==> src/rtl/adc_pkg.sv <==
// adc_pkg: definitions shared by the ADC conversion sequencer and its
// interface.
//   state_t      - sequencer state encoding.
//   OSR_MAX_LOG2 - upper clamp on log2(conversions per sequence).
//   RESULT_W     - width of the oversampled result.
//   REMAIN_W     - width of the per-sequence conversion counter.
//   osr_count()  - turns the requested OSR into a conversion count.
package adc_pkg;

  localparam int OSR_MAX_LOG2 = 5;
  localparam int RESULT_W     = 16;
  // Wide enough to hold 2^OSR_MAX_LOG2.
  localparam int REMAIN_W     = 6;

  typedef enum logic [2:0] {
    IDLE,
    ARM,
    LAUNCH,
    WAIT_DONE,
    GAP,
    WAIT_RESULT,
    ABORT,
    FINISH
  } state_t;

  // Conversions per sequence: 2^min(osr, OSR_MAX_LOG2).
  function automatic logic [REMAIN_W-1:0] osr_count(input logic [2:0] osr);
    logic [2:0] n;
    n = (osr > 3'(OSR_MAX_LOG2)) ? 3'(OSR_MAX_LOG2) : osr;
    return REMAIN_W'(1) << n;
  endfunction

endpackage

==> src/rtl/adc_conv_sequencer_if.sv <==
// adc_conv_sequencer_if: groups the host start/config/status signals and the
// datapath handshake signals of the conversion sequencer.
//   slave  - the sequencer side (receives requests and datapath events).
//   master - the host/datapath side (issues requests, observes status).
// Signals:
//   start_conversion_in, osr_mode_in[2:0], continuous_in    host -> sequencer
//   conv_done_in, result_valid_in, result_in[15:0]          datapath -> sequencer
//   ena_loop_out, start_conv_out                            sequencer -> datapath
//   busy_out, conversion_finished_out, result_out[15:0],
//   timeout_out                                             sequencer -> host
interface adc_conv_sequencer_if;
  import adc_pkg::*;

  logic                start_conversion_in;
  logic [2:0]          osr_mode_in;
  logic                continuous_in;
  logic                conv_done_in;
  logic                result_valid_in;
  logic [RESULT_W-1:0] result_in;

  logic                ena_loop_out;
  logic                start_conv_out;
  logic                busy_out;
  logic                conversion_finished_out;
  logic [RESULT_W-1:0] result_out;
  logic                timeout_out;

  modport slave (
    input  start_conversion_in, osr_mode_in, continuous_in,
    input  conv_done_in, result_valid_in, result_in,
    output ena_loop_out, start_conv_out, busy_out,
    output conversion_finished_out, result_out, timeout_out
  );

  modport master (
    output start_conversion_in, osr_mode_in, continuous_in,
    output conv_done_in, result_valid_in, result_in,
    input  ena_loop_out, start_conv_out, busy_out,
    input  conversion_finished_out, result_out, timeout_out
  );

endinterface

==> src/rtl/adc_seq_watchdog.sv <==
// adc_seq_watchdog: up-counter used to bound the time spent waiting on the
// datapath. Clearing loads zero; the counter advances only while enabled.
//   clk, nrst  - clock, asynchronous active-low reset.
//   clr        - load zero (takes priority over en).
//   en         - count this cycle.
//   expired    - high while enabled and the count sits on LIMIT-1, i.e. in
//                the LIMIT-th enabled cycle after a clear.
module adc_seq_watchdog #(
  parameter int LIMIT = 64,
  parameter int W     = 7
) (
  input  logic clk,
  input  logic nrst,
  input  logic clr,
  input  logic en,
  output logic expired
);

  logic [W-1:0] count_reg;

  always_ff @(posedge clk or negedge nrst) begin
    if (!nrst) begin
      count_reg <= '0;
    end else if (clr) begin
      count_reg <= '0;
    end else if (en) begin
      count_reg <= count_reg + W'(1);
    end
  end

  assign expired = en && (count_reg == W'(LIMIT - 1));

endmodule

==> src/rtl/adc_conv_sequencer.sv <==
// adc_conv_sequencer: turns one host start request into 2^N back-to-back SAR
// conversions, gates the clock-loop enable around them, watchdogs every
// conversion and the final filter result, and reports completion to the host.
// Ports:
//   clk   - system clock.
//   nrst  - asynchronous active-low reset; aborts any sequence silently.
//   io    - adc_conv_sequencer_if.slave (host request/status + datapath
//           handshake, see the interface file).
// Parameters:
//   TIMEOUT_CYCLES - max cycles waited for conv_done / result_valid.
//   TIMEOUT_W      - watchdog width, 2^TIMEOUT_W > TIMEOUT_CYCLES.
//   GAP_CYCLES     - idle cycles between conversions (0 allowed).
// Build option:
//   ADC_SEQ_CONTINUOUS_EN - when defined, a sequence that finishes cleanly
//   while continuous_in is high immediately starts the next one.
module adc_conv_sequencer
  import adc_pkg::*;
#(
  parameter int TIMEOUT_CYCLES = 64,
  parameter int TIMEOUT_W      = 7,
  parameter int GAP_CYCLES     = 2
) (
  input logic                clk,
  input logic                nrst,
  adc_conv_sequencer_if.slave io
);

  localparam int GAP_W = (GAP_CYCLES > 1) ? $clog2(GAP_CYCLES) : 1;
  localparam logic [GAP_W-1:0] GAP_LAST = GAP_W'((GAP_CYCLES > 0) ? GAP_CYCLES - 1 : 0);

  state_t              state_reg;
  logic                start_q_reg;
  logic [REMAIN_W-1:0] remaining_reg;
  logic [GAP_W-1:0]    gap_cnt_reg;

  logic start_edge;
  logic restart;
  logic wd_clr;
  logic wd_en;
  logic wd_expired;

  assign start_edge = io.start_conversion_in && !start_q_reg;

  // One watchdog serves both wait states: zeroed at launch and again on the
  // final conv_done so WAIT_RESULT gets a full window of its own.
  assign wd_en  = (state_reg == WAIT_DONE) || (state_reg == WAIT_RESULT);
  assign wd_clr = (state_reg == LAUNCH) || ((state_reg == WAIT_DONE) && io.conv_done_in);

  adc_seq_watchdog #(
    .LIMIT (TIMEOUT_CYCLES),
    .W     (TIMEOUT_W)
  ) u_watchdog (
    .clk     (clk),
    .nrst    (nrst),
    .clr     (wd_clr),
    .en      (wd_en),
    .expired (wd_expired)
  );

`ifdef ADC_SEQ_CONTINUOUS_EN
  // timeout_out is already set when FINISH follows ABORT, so an aborted
  // sequence never chains into another one.
  assign restart = io.continuous_in && !io.timeout_out;
`else
  assign restart = 1'b0;
  logic unused_continuous;
  assign unused_continuous = io.continuous_in;
`endif

  // Outputs are registered alongside the state: each transition also sets
  // the output values that belong to the state being entered.
  always_ff @(posedge clk or negedge nrst) begin
    if (!nrst) begin
      state_reg                  <= IDLE;
      start_q_reg                <= 1'b0;
      remaining_reg              <= '0;
      gap_cnt_reg                <= '0;
      io.ena_loop_out            <= 1'b0;
      io.start_conv_out          <= 1'b0;
      io.busy_out                <= 1'b0;
      io.conversion_finished_out <= 1'b0;
      io.result_out              <= '0;
      io.timeout_out             <= 1'b0;
    end else begin
      start_q_reg                <= io.start_conversion_in;
      io.start_conv_out          <= 1'b0;
      io.conversion_finished_out <= 1'b0;
      case (state_reg)
        IDLE: begin
          if (start_edge) begin
            remaining_reg   <= osr_count(io.osr_mode_in);
            io.timeout_out  <= 1'b0;
            io.ena_loop_out <= 1'b1;
            io.busy_out     <= 1'b1;
            state_reg       <= ARM;
          end
        end
        ARM: begin
          io.start_conv_out <= 1'b1;
          state_reg         <= LAUNCH;
        end
        LAUNCH: begin
          state_reg <= WAIT_DONE;
        end
        WAIT_DONE: begin
          // A done in the expiry cycle wins over the timeout.
          if (io.conv_done_in) begin
            remaining_reg <= remaining_reg - REMAIN_W'(1);
            if (remaining_reg == REMAIN_W'(1)) begin
              io.ena_loop_out <= 1'b0;
              state_reg       <= WAIT_RESULT;
            end else if (GAP_CYCLES == 0) begin
              io.start_conv_out <= 1'b1;
              state_reg         <= LAUNCH;
            end else begin
              gap_cnt_reg <= '0;
              state_reg   <= GAP;
            end
          end else if (wd_expired) begin
            io.ena_loop_out <= 1'b0;
            state_reg       <= ABORT;
          end
        end
        GAP: begin
          if (gap_cnt_reg == GAP_LAST) begin
            io.start_conv_out <= 1'b1;
            state_reg         <= LAUNCH;
          end else begin
            gap_cnt_reg <= gap_cnt_reg + GAP_W'(1);
          end
        end
        WAIT_RESULT: begin
          if (io.result_valid_in) begin
            io.result_out              <= io.result_in;
            io.conversion_finished_out <= 1'b1;
            state_reg                  <= FINISH;
          end else if (wd_expired) begin
            state_reg <= ABORT;
          end
        end
        ABORT: begin
          io.timeout_out             <= 1'b1;
          io.conversion_finished_out <= 1'b1;
          state_reg                  <= FINISH;
        end
        FINISH: begin
          if (restart) begin
            remaining_reg   <= osr_count(io.osr_mode_in);
            io.ena_loop_out <= 1'b1;
            state_reg       <= ARM;
          end else begin
            io.busy_out <= 1'b0;
            state_reg   <= IDLE;
          end
        end
        default: begin
          state_reg <= IDLE;
        end
      endcase
    end
  end

endmodule

==> src/flat_wrapper.sv <==
// flat-port wrapper written by rule: the top's interface ports become plain ports
module adc_conv_sequencer_flat import adc_pkg::*;
#(
  parameter int TIMEOUT_CYCLES = 64,
  parameter int TIMEOUT_W      = 7,
  parameter int GAP_CYCLES     = 2
)
  (clk, nrst, io_start_conversion_in, io_osr_mode_in, io_continuous_in, io_conv_done_in, io_result_valid_in, io_result_in, io_ena_loop_out, io_start_conv_out, io_busy_out, io_conversion_finished_out, io_result_out, io_timeout_out);
  adc_conv_sequencer_if io_i ();
  input logic clk;
  input logic nrst;
  input wire logic [$bits(io_i.start_conversion_in)-1:0] io_start_conversion_in;
  input wire logic [$bits(io_i.osr_mode_in)-1:0] io_osr_mode_in;
  input wire logic [$bits(io_i.continuous_in)-1:0] io_continuous_in;
  input wire logic [$bits(io_i.conv_done_in)-1:0] io_conv_done_in;
  input wire logic [$bits(io_i.result_valid_in)-1:0] io_result_valid_in;
  input wire logic [$bits(io_i.result_in)-1:0] io_result_in;
  output wire logic [$bits(io_i.ena_loop_out)-1:0] io_ena_loop_out;
  output wire logic [$bits(io_i.start_conv_out)-1:0] io_start_conv_out;
  output wire logic [$bits(io_i.busy_out)-1:0] io_busy_out;
  output wire logic [$bits(io_i.conversion_finished_out)-1:0] io_conversion_finished_out;
  output wire logic [$bits(io_i.result_out)-1:0] io_result_out;
  output wire logic [$bits(io_i.timeout_out)-1:0] io_timeout_out;
  assign io_i.start_conversion_in = io_start_conversion_in;
  assign io_i.osr_mode_in = io_osr_mode_in;
  assign io_i.continuous_in = io_continuous_in;
  assign io_i.conv_done_in = io_conv_done_in;
  assign io_i.result_valid_in = io_result_valid_in;
  assign io_i.result_in = io_result_in;
  assign io_ena_loop_out = io_i.ena_loop_out;
  assign io_start_conv_out = io_i.start_conv_out;
  assign io_busy_out = io_i.busy_out;
  assign io_conversion_finished_out = io_i.conversion_finished_out;
  assign io_result_out = io_i.result_out;
  assign io_timeout_out = io_i.timeout_out;
  adc_conv_sequencer #(.TIMEOUT_CYCLES(TIMEOUT_CYCLES), .TIMEOUT_W(TIMEOUT_W), .GAP_CYCLES(GAP_CYCLES)) u_core (.clk(clk), .nrst(nrst), .io(io_i));
endmodule
==> config.mk <==
export PLATFORM = sky130hd
export DESIGN_NAME = adc_conv_sequencer_flat
export DESIGN_NICKNAME = d
export VERILOG_FILES = /design/src/rtl/adc_pkg.sv /design/src/rtl/adc_conv_sequencer_if.sv /design/src/rtl/adc_seq_watchdog.sv /design/src/rtl/adc_conv_sequencer.sv /design/src/flat_wrapper.sv
export SDC_FILE = /design/constraint.sdc
export NUM_CORES = 1
export LEC_CHECK = 0
export ABC_AREA = 0
export CAP_MARGIN = 20
export CORE_MARGIN = 4
export CORE_UTILIZATION = 44
export DETAILED_ROUTE_END_ITERATION = 6
export MAX_ROUTING_LAYER = met4
export PLACE_DENSITY = 0.81
export SLEW_MARGIN = 25
export SYNTH_ARGS = -nofsm -noshare
export SYNTH_HDL_FRONTEND = slang
export SYNTH_SLANG_ARGS = --single-unit
==> constraint.sdc <==
create_clock -name clk -period 1.6 [get_ports clk]
set_input_delay 0.32 -clock clk [delete_from_list [all_inputs] [get_ports clk]]
set_output_delay 0.32 -clock clk [all_outputs]
set_load 0.05 [all_outputs]
==> results.toml, run 1 <==
[sta]
tightest_slew_ps = 482
setup_viol = 1
layout_min_cycle_time_ps = 1600
clock_skew_ps = 7.89
hold_violations = 0
rsz0062_at_grt = "true"
max_freq_mhz = 623
fin_crit_sh_pct = 100
timing.final.ws_setup_ps = -4.17
timing.slew.headroom_pct = 67.9
setup_tns_ps = -4.17
drv_slew = 0

[critical_path]
crit_chain = "or4b_4, a21oi_4, o21ai_1, a22o_1"
crit_path_max_incr_delay_ps = 550
crit_arrival_ps = 1790
worstSetupPathType = "reg2reg"
path_max_fanout = 8
critPathBufInv = 0
cp.depth = 4
start_kind = "flop"
end_kind = "flop"
ff2ff_setup_slack_ps = -4
timing.rr.start = "u_core.state_reg[1]"
critPathSlowestCell = "or4b_4"
crit_family = "compound AO/OA/AOI/OAI gates"
cp.required_ps = 1790
startpoint = "u_core.state_reg[1]"
r2r_cells = 4

[detailed_routing]
route.detailed.drc = 0
drt_first_pass_iters = 4
wire_per_inst_um = 14.1
drtAntennaViolNets = 0
wl_um = 4100
dr_total_vias = 1556
viasPerCell = 5.37
drtIter0Drc = 88

[global_routing]
overflow = 0
antenna_found_initial = 0
grt_pass1_wl_um = 6870
grt.busiest_layer = "met2"
gr-usage-met1_pct = 22.0
grt_max_degree = 40
grt_pass1_vias = 1488
grtUsageMet3_pct = 3.01
grtUsageTotal_pct = 16.8
use_met2_pct = 26.1

[place]
gp_congestion = 0.805
dp.cells = 281
placed_area_um2 = 2470
dp_hpwl_um = 3000
io_buffers = 44

[status]
outcome = "finished, violations left"
violations = "setup timing"

[power]
power.leakage_uw = 0.00124
peakVddDrop_v = 0.00111
power_density_nw_per_um2 = 2020

[clock_network]
clk_pin_slew_ps = 80
worstSkewPairLatency_ps = 290
cts_tree = "yes"
cts_sinks = 39
clockBufferDepth = 2
cts_made_buffers = 5
cts_max_level = 2
root_buffer = "clkbuf_8"

[synthesis]
post_synth.cell_area_avg_um2 = 11.0
ys_types = 44
synth_top_area_share_pct = 51.8
syn_inst = 172
async_flop_share_pct = 100
synth_area_leaders = "dfrtp_1 (52%), mux2_2 (9.6%), o21ai_0 (3.5%)"
ys_seq_elements = 39
yosysTopAreaCell = "dfrtp_1"
synth_ff_type = "dfrtp_1"
syn-num-nets = 200
yosysWarnings = 0
yosysSeqAreaShare_pct = 51.8
synth-edff-count = 0
netlist_area_um2 = 1880

[run]
maxCapViolCount = 0

[layout]
final_area_um2 = 2620
layout_commonest_cell = "buf_4"
drive_above_1_share_pct = 32.1
final_util_pct = 64.5
layout.nets = 267
antenna_cells = 0
layout.cells.non_filler = 290
fillers = 325
layout_common_cells = "buf_4 (45), dfrtp_1 (39), clkdlybuf4s50_1 (21), nor2_1 (17), mux2_2 (16)"
largest_register_ffs = 16
syn_to_final_growth_pct = 38.8

[floorplan]
num_rows = 23
dieArea_um2 = 5390
die_y_um = 73.4
core_um2 = 4060
pin_count = 46
initial_core_util_pct = 46.4
fp.dieW_um = 73.4

[hold_path]
hold_path_class = "in2async"
[kinds of logic after synthesis]
family / synth area share (%)
AND/OR/NAND/NOR: 13.5
AO/OA/AOI/OAI: 15.7
flip-flops: 51.8
buffers and inverters: 4.58
multiplexers: 10.1
XOR/XNOR: 2.32
adder cells (fa/ha/maj): 1.99
[layout make-up]
| type | count | area (um^2) | share of cell area (%) |
|---|---|---|---|
| Sequential cell | 39 | 976 | 37.3 |
| Inverter | 9 | 33.8 | 1.29 |
| Clock inverter | 2 | 35.0 | 1.34 |
| Multi-Input combinational cell | 115 | 845 | 32.3 |
| Timing Repair Buffer | 69 | 582 | 22.2 |
| Clock buffer | 6 | 82.6 | 3.16 |
| Tap cell | 50 | 62.6 | 2.39 |
[through the flow]
| stage | power (uW) | hold slack [ps] | setup slack, ps |
|---|---|---|---|
| finish | 5270 | 62.0 | -4.17 |
| global route | 5570 | 101 | -57.3 |
| CTS | 5250 | 85.7 | -26.5 |
| detailed placement | 4370 | 400 | -379 |
| global placement | 4320 | 402 | -353 |
| floorplan | 3420 | 24.4 | 12.2 |
[synthesized netlist by cell type (3+ instances only)]
cell,number
xor2_1,5
ha_1,3
o21ai_0,13
nand3_1,3
o22ai_1,3
buf_2,3
mux2_2,16
nand2b_1,3
nand2_1,5
dfrtp_1,39
nand3b_1,3
inv_1,9
nor3_1,4
a22o_1,4
a21oi_1,5
clkbuf_1,4
nor2_1,17
[routing by layer]
layer	part of all wire, %	wire length, um
met1	45	1840
met2	49	2010
met3	5.0	204
met4	1.2	48
met5	0	0
[path summary, 6_finish.rpt]
kind	to
worst max-delay path	u_core.remaining_reg[4]
worst min-delay path	u_core.start_q_reg
worst max register to register	u_core.remaining_reg[4]
worst min register to register	u_core.io.busy_out
max in group asynchronous	u_core.io.conversion_finished_out
min in group clk	u_core.start_q_reg
[worst reg2reg max path, cell delays in order, from the launching register on]
cell,delay (ps)
dfrtp_1,380
or4b_4,550
a21oi_4,260
o21ai_1,110
a22o_1,200
[where the power goes]
part | total, uW | internal (uW) | switching [uW] | leakage, uW
Clock | 840 | 504 | 336 | 0.0000612
Sequential | 1630 | 1350 | 277 | 0.000491
Combinational | 2800 | 1110 | 1690 | 0.000686
Total | 5270 | 2970 | 2300 | 0.00124
[repair_timing]
action,4_1_cts,5_1_grt
buffers inserted,1,0
hold endpoints to repair,0,0
pin swaps,3,2
setup endpoints to repair,6,8
resized for setup,4,3
hold buffers,0,0
(Power assumes the default switching activity.)
==> inputs of run 2 (changes only) <==
--- a/config.mk
+++ b/config.mk
@@ -9,6 +9,7 @@
 export CAP_MARGIN = 20
 export CORE_MARGIN = 4
 export CORE_UTILIZATION = 44
+export CTS_CLUSTER_SIZE = 16
 export DETAILED_ROUTE_END_ITERATION = 6
 export MAX_ROUTING_LAYER = met4
 export PLACE_DENSITY = 0.81
==> results of run 2 <==
The final DEF is identical to that of run 1; final timing and power are the same.
